File: src/rtl/bias_loader_pkg.sv
// Shared constants and state encoding for the bias store write-side feeder.
package bias_loader_pkg;

  localparam int BIAS_LANES  = 4;
  localparam int BIAS_GROUP  = 8;
  localparam int GROUP_WORDS = BIAS_GROUP / BIAS_LANES;

  typedef enum logic [2:0] {
    IDLE  = 3'd0,
    CLEAR = 3'd1,
    LOAD  = 3'd2,
    PAD   = 3'd3,
    DONE  = 3'd4
  } bias_ld_state_t;

endpackage

File: src/rtl/bias_lane_packer.sv
// Packs 32-bit biases into 128-bit words, lane 0 in the low bits; flush emits
// whatever is held with empty lanes zeroed (an all-zero word when nothing is held).
module bias_lane_packer
  import bias_loader_pkg::*;
(
  input  logic         clk,
  input  logic         rst_n,
  input  logic         clear,
  input  logic         in_valid,
  input  logic [31:0]  in_data,
  input  logic         flush,
  output logic [1:0]   lane,
  output logic         word_valid,
  output logic [127:0] word
);

  // Lane 3 never needs holding: it completes the word and goes straight out.
  logic [95:0] hold;

  always_ff @(posedge clk or negedge rst_n) begin
    if (!rst_n) begin
      hold       <= '0;
      lane       <= '0;
      word_valid <= 1'b0;
      word       <= '0;
    end else begin
      word_valid <= 1'b0;
      if (clear) begin
        hold <= '0;
        lane <= '0;
      end else if (in_valid) begin
        if (lane == 2'(BIAS_LANES - 1)) begin
          word       <= {in_data, hold};
          word_valid <= 1'b1;
          hold       <= '0;
          lane       <= '0;
        end else begin
          case (lane)
            2'd0:    hold[31:0]  <= in_data;
            2'd1:    hold[63:32] <= in_data;
            default: hold[95:64] <= in_data;
          endcase
          lane <= lane + 2'd1;
        end
      end else if (flush) begin
        word       <= {32'b0, hold};
        word_valid <= 1'b1;
        hold       <= '0;
        lane       <= '0;
      end
    end
  end

endmodule

File: src/rtl/bias_loader.sv
// Bias store write-side feeder: range-checks the layer bias count, rewinds the
// store pointer, streams packed words in and zero-pads to whole 8-bias groups.
module bias_loader
  import bias_loader_pkg::*;
#(
  parameter int MAX_DEPTH = 256,
  parameter int CNT_WIDTH = $clog2(MAX_DEPTH*4) + 1
) (
  input  logic                 clk,
  input  logic                 rst_n,
  input  logic                 start,
  input  logic [CNT_WIDTH-1:0] cfg_num_bias,
  output logic                 busy,
  output logic                 done,
  output logic                 err,
  input  logic [31:0]          s_axis_tdata,
  input  logic                 s_axis_tvalid,
  input  logic                 s_axis_tlast,
  output logic                 s_axis_tready,
  output logic                 wr_en,
  output logic [127:0]         wr_data,
  output logic                 wr_addr_rst
);

  localparam logic [CNT_WIDTH-1:0] MAX_BIAS = CNT_WIDTH'(MAX_DEPTH * BIAS_LANES);

  bias_ld_state_t       state;
  logic [CNT_WIDTH-1:0] num_bias;
  logic [CNT_WIDTH-1:0] beat_cnt;
  logic [CNT_WIDTH-1:0] word_cnt;
  logic                 err_sticky;

  logic [1:0]           lane;
  logic                 accept;
  logic                 last_beat;
  logic                 word_fill;
  logic                 finish_load;
  logic                 need_pad;
  logic [CNT_WIDTH-1:0] words_after;

  assign accept      = s_axis_tvalid && s_axis_tready && (state == LOAD);
  assign last_beat   = (beat_cnt == num_bias - CNT_WIDTH'(1));
  assign word_fill   = accept && (lane == 2'(BIAS_LANES - 1));
  assign finish_load = accept && (last_beat || s_axis_tlast);
  assign words_after = word_cnt + CNT_WIDTH'(word_fill);
  // A partial word remains unless this beat landed in the top lane.
  assign need_pad    = (lane != 2'(BIAS_LANES - 1)) ||
                       ((words_after % CNT_WIDTH'(GROUP_WORDS)) != '0);

  bias_lane_packer u_packer (
    .clk        (clk),
    .rst_n      (rst_n),
    .clear      (state == CLEAR),
    .in_valid   (accept),
    .in_data    (s_axis_tdata),
    .flush      (state == PAD),
    .lane       (lane),
    .word_valid (wr_en),
    .word       (wr_data)
  );

  always_ff @(posedge clk or negedge rst_n) begin
    if (!rst_n) begin
      state         <= IDLE;
      num_bias      <= '0;
      beat_cnt      <= '0;
      word_cnt      <= '0;
      err_sticky    <= 1'b0;
      busy          <= 1'b0;
      done          <= 1'b0;
      err           <= 1'b0;
      s_axis_tready <= 1'b0;
      wr_addr_rst   <= 1'b0;
    end else begin
      done <= 1'b0;
      case (state)
        IDLE: begin
          if (start) begin
            num_bias   <= cfg_num_bias;
            beat_cnt   <= '0;
            word_cnt   <= '0;
            busy       <= 1'b1;
            if (cfg_num_bias == '0 || cfg_num_bias > MAX_BIAS) begin
              err_sticky <= 1'b1;
              state      <= DONE;
            end else begin
              err_sticky  <= 1'b0;
              wr_addr_rst <= 1'b1;
              state       <= CLEAR;
            end
          end
        end
        CLEAR: begin
          wr_addr_rst   <= 1'b0;
          s_axis_tready <= 1'b1;
          state         <= LOAD;
        end
        LOAD: begin
          if (accept) begin
            beat_cnt <= beat_cnt + CNT_WIDTH'(1);
            word_cnt <= words_after;
            if (s_axis_tlast != last_beat)
              err_sticky <= 1'b1;
            if (finish_load) begin
              s_axis_tready <= 1'b0;
              state         <= need_pad ? PAD : DONE;
            end
          end
        end
        PAD: begin
          // Each cycle here emits one word; stop once the group is whole.
          word_cnt <= word_cnt + CNT_WIDTH'(1);
          if (((word_cnt + CNT_WIDTH'(1)) % CNT_WIDTH'(GROUP_WORDS)) == '0)
            state <= DONE;
        end
        DONE: begin
          done  <= 1'b1;
          busy  <= 1'b0;
          err   <= err_sticky;
          state <= IDLE;
        end
        default: state <= IDLE;
      endcase
    end
  end

endmodule

File: config.mk
export PLATFORM = sky130hd
export DESIGN_NAME = bias_loader
export DESIGN_NICKNAME = d
export VERILOG_FILES = /design/src/rtl/bias_loader_pkg.sv /design/src/rtl/bias_lane_packer.sv /design/src/rtl/bias_loader.sv
export SDC_FILE = /design/constraint.sdc
export NUM_CORES = 1
export LEC_CHECK = 0
export CAP_MARGIN = 20
export CORE_MARGIN = 8
export CORE_UTILIZATION = 53
export DETAILED_ROUTE_END_ITERATION = 12
export PLACE_DENSITY = 0.78
export SETUP_SLACK_MARGIN = 0.1
export SLEW_MARGIN = 15
export SYNTH_ARGS = -nofsm -noshare
export SYNTH_HDL_FRONTEND = slang
export SYNTH_SLANG_ARGS = --single-unit
File: constraint.sdc
create_clock -name clk -period 3.05 [get_ports clk]
set_input_delay 0.4575 -clock clk [delete_from_list [all_inputs] [get_ports clk]]
set_output_delay 0.4575 -clock clk [all_outputs]
set_load 0.05 [all_outputs]
==> impl_results.md <==
- Placed inst area: 12480 um^2
- Vias per std cell: 5.233
- Total CTS buffers: 27
- CP top delay family: simple AND/OR/NAND/NOR gates
- Drt total wl: 23550 um
- Clock Sinks: 259
- Arrival time at the worst endpoint: 3.24 ns
- Slew headroom: 0.5964
- Hold Vio Cnt, Final: 0
- Die ar.: 24250 um^2
- CP cell instances: nor4_4, nand2_2, or4_1, a211oi_1, o2111ai_1, ha_1, o311ai_2, o311a_1, nand2_1, o211ai_1
- Final Cell Area: 13380 um^2
- Clock slew at reported path FFs: 0.06 ns
- EDFF count, synth: 0
- # port buffers: 181
- Clock Latency Late Sink: 0.53 ns
- Clock Tree Root: clkbuf_16
- Wire per inst: 17.28 um
- Commonest cells after routing, fill and taps aside: 258 x dfrtp_1, 205 x nand2_1, 180 x clkdlybuf4s50_1
- Clock H-tree levels: 1
- Share of layout cells above drive strength 1: 0.1630
- Syn Area/Cell: 11.48 um^2
- Syn nets: 955
- Max-cap violations: 0
- Crit-path max FO: 6
- Final setup viols: 0
- Initial drt markers: 361
- First-pass GRT wire length: 38830 um
- Die X: 155.7 um
- Setup TNS: 0 ns
- Synth cell types: 43
- Post-CTS Setup Repair Bufs: 0
- GPL Wtd Cong: 0.8684
- Required @ worst endpoint: 3.49 ns
- Vias in the first global route: 7377
- Synth Warn #: 0
- Initial core utilization: 0.5351
- Initial antenna violation count: 0
- Critical Path Max Stage Delay: 0.51 ns
- Fmax: 356.2 MHz
- Total grt overflow: 0
- Filler cell count: 1482
- RSZ-0062 raised after global routing: no
- Most used flip-flop cell after synthesis: dfrtp_1
- Largest net degree at the start of global routing: 113
- Antenna-violating nets left: 0
- # DRC: 0
- TritonCTS clock tree: built
- Max-slew violations: 0
- Worst setup SP type: register
- GRT Total Usage: 0.1976
- Asr flop ratio synth: 1.000
- Fin crit share: 0.9205
- Sequential cell area fraction in the yosys report: 0.6264
- Pwr Density: 925.3 nW/um^2
- Antenna cells: 0
- CP endpoint kind: register
- Leak: 0.006031 uW
- Post-Syn Area: 10350 um^2
- Commonest non-fill, non-tap cell in the layout: dfrtp_1
- Total power: 12380 uW
- Overall via count from detail_route: 7133
- Area growth from synthesis to layout: 29.28%
- Clock Skew: 0.01876 ns
- HP Class: input port to async pin
- Transition time of the tightest slew-check pin: 0.6054 ns
- Num rows: 51
- Core area: 19330 um^2
- Nets: 1132
- Post-DP HPWL: 16000 um
- VDD IR max: 0.0006365 V
- WP buf/inv: 0
- Register Area: 6482 um^2
- Status: finished clean
- Multi-input gate area: 3587 um^2
- 1st-pass router iterations: 4
- Ports: 182
- Maximum clock path buffer count: 3
- Minimum clock period: 2.808 ns
- Mapped Cells: 901
- Die span in y: 155.7 um
- Register bit count reported by yosys: 259
- Slowest CP cell: or4_1
- Crit path kind: register to register
[metal layers]
| layer | vias to the layer above | GRT usage | share of wire |
|---|---|---|---|
| li1 | 3427 | - | - |
| met1 | 3517 | 0.2489 | 0.43 |
| met2 | 154 | 0.3420 | 0.49 |
| met3 | 35 | 0.03712 | 0.051 |
| met4 | 0 | 0.05638 | 0.022 |
| met5 | - | 0 | 0 |
[where the power goes]
part / internal, uW / total (uW) / switching (uW)
registers: 4100 / 4590 / 493
logic: 1650 / 4640 / 2990
clock network: 1860 / 3140 / 1290
total: 7610 / 12400 / 4770
[sequential cells by signal (all words and copies together) (netlist names)]
register and count:
u_packer.word 128, u_packer.hold 96, beat_cnt 11, num_bias 11, state 3, u_packer.lane 2
busy 1, done 1, err 1, err_sticky 1, s_axis_tready 1, u_packer.word_valid 1
word_cnt 1, wr_addr_rst 1
[area by class of cell]
| cell class | instances | share of cell area |
|---|---|---|
| multi-input combinational | 578 | 0.2682 |
| clock inverter | 11 | 0.006735 |
| clock buffer | 38 | 0.05809 |
| sequential | 259 | 0.4847 |
| inverter | 12 | 0.003368 |
| tap | 265 | 0.02479 |
| timing repair buffer | 200 | 0.1542 |
[metrics by stage]
step                hold WS [ns]  instances    util  setup WS, ns
global route              0.4387       1363  0.6918        0.1057
detailed placement        0.3679       1313  0.6454        0.1422
global placement          0.3676       1313  0.6454        0.2787
finish                    0.4052       1363  0.6918        0.2425
floorplan                 0.1619        901       -        0.3604
CTS                       0.4021       1363  0.6907        0.1218
[logic make-up (layout without fill, tap and decap cells)]
logic type	after synthesis	in the layout	share of synthesized area
AO/OA/AOI/OAI	178	178	0.09639
XOR/XNOR	22	22	0.01862
adder cells (fa/ha/maj)	6	6	0.007256
buffers and inverters	64	261	0.03096
flip-flops	259	259	0.6264
multiplexers	106	106	0.1152
AND/OR/NAND/NOR	266	266	0.1051
[synthesized netlist by cell type, drive strengths merged (3+ instances only)]
| master | count | area (um^2) |
|---|---|---|
| dfrtp | 259 | 6481 |
| nand2 | 206 | 773.2 |
| o21ai | 143 | 749.5 |
| mux2 | 105 | 1182 |
| buf | 36 | 215.2 |
| nor2 | 24 | 90.09 |
| clkbuf | 16 | 60.06 |
| a21oi | 12 | 60.06 |
| inv | 12 | 45.04 |
| xnor2 | 12 | 105.1 |
| xor2 | 10 | 87.58 |
| ha | 6 | 75.07 |
| nand3 | 6 | 30.03 |
| nor3 | 6 | 30.03 |
| nor4 | 5 | 37.53 |
| o21a | 5 | 37.54 |
| or3 | 5 | 31.28 |
| and3 | 4 | 25.02 |
| nand4 | 4 | 25.02 |
| nand3b | 3 | 22.52 |
[path summary, 6_finish.rpt]
path                            cells after the start                end  slack [ns]              from
max in group asynchronous                           3  u_packer.word[71]        1.74             rst_n
worst min-delay path                                2  u_packer.hold[59]        0.41             rst_n
worst max register to register                     10           state[0]        0.24       num_bias[2]
worst min register to register                      2   u_packer.hold[2]        0.47  u_packer.hold[2]
min in group clk                                    2   u_packer.hold[2]        0.47  u_packer.hold[2]
worst max-delay path                               10           state[0]        0.24       num_bias[2]
[what timing repair did]
| item | in CTS | in global routing |
|---|---|---|
| hold buffers | 1 | 0 |
| setup endpoints to repair | 0 | 2 |
| endpoints found under the hold margin | 39 | 0 |
| gates resized for setup | 0 | 5 |
(Power assumes the default switching activity.)
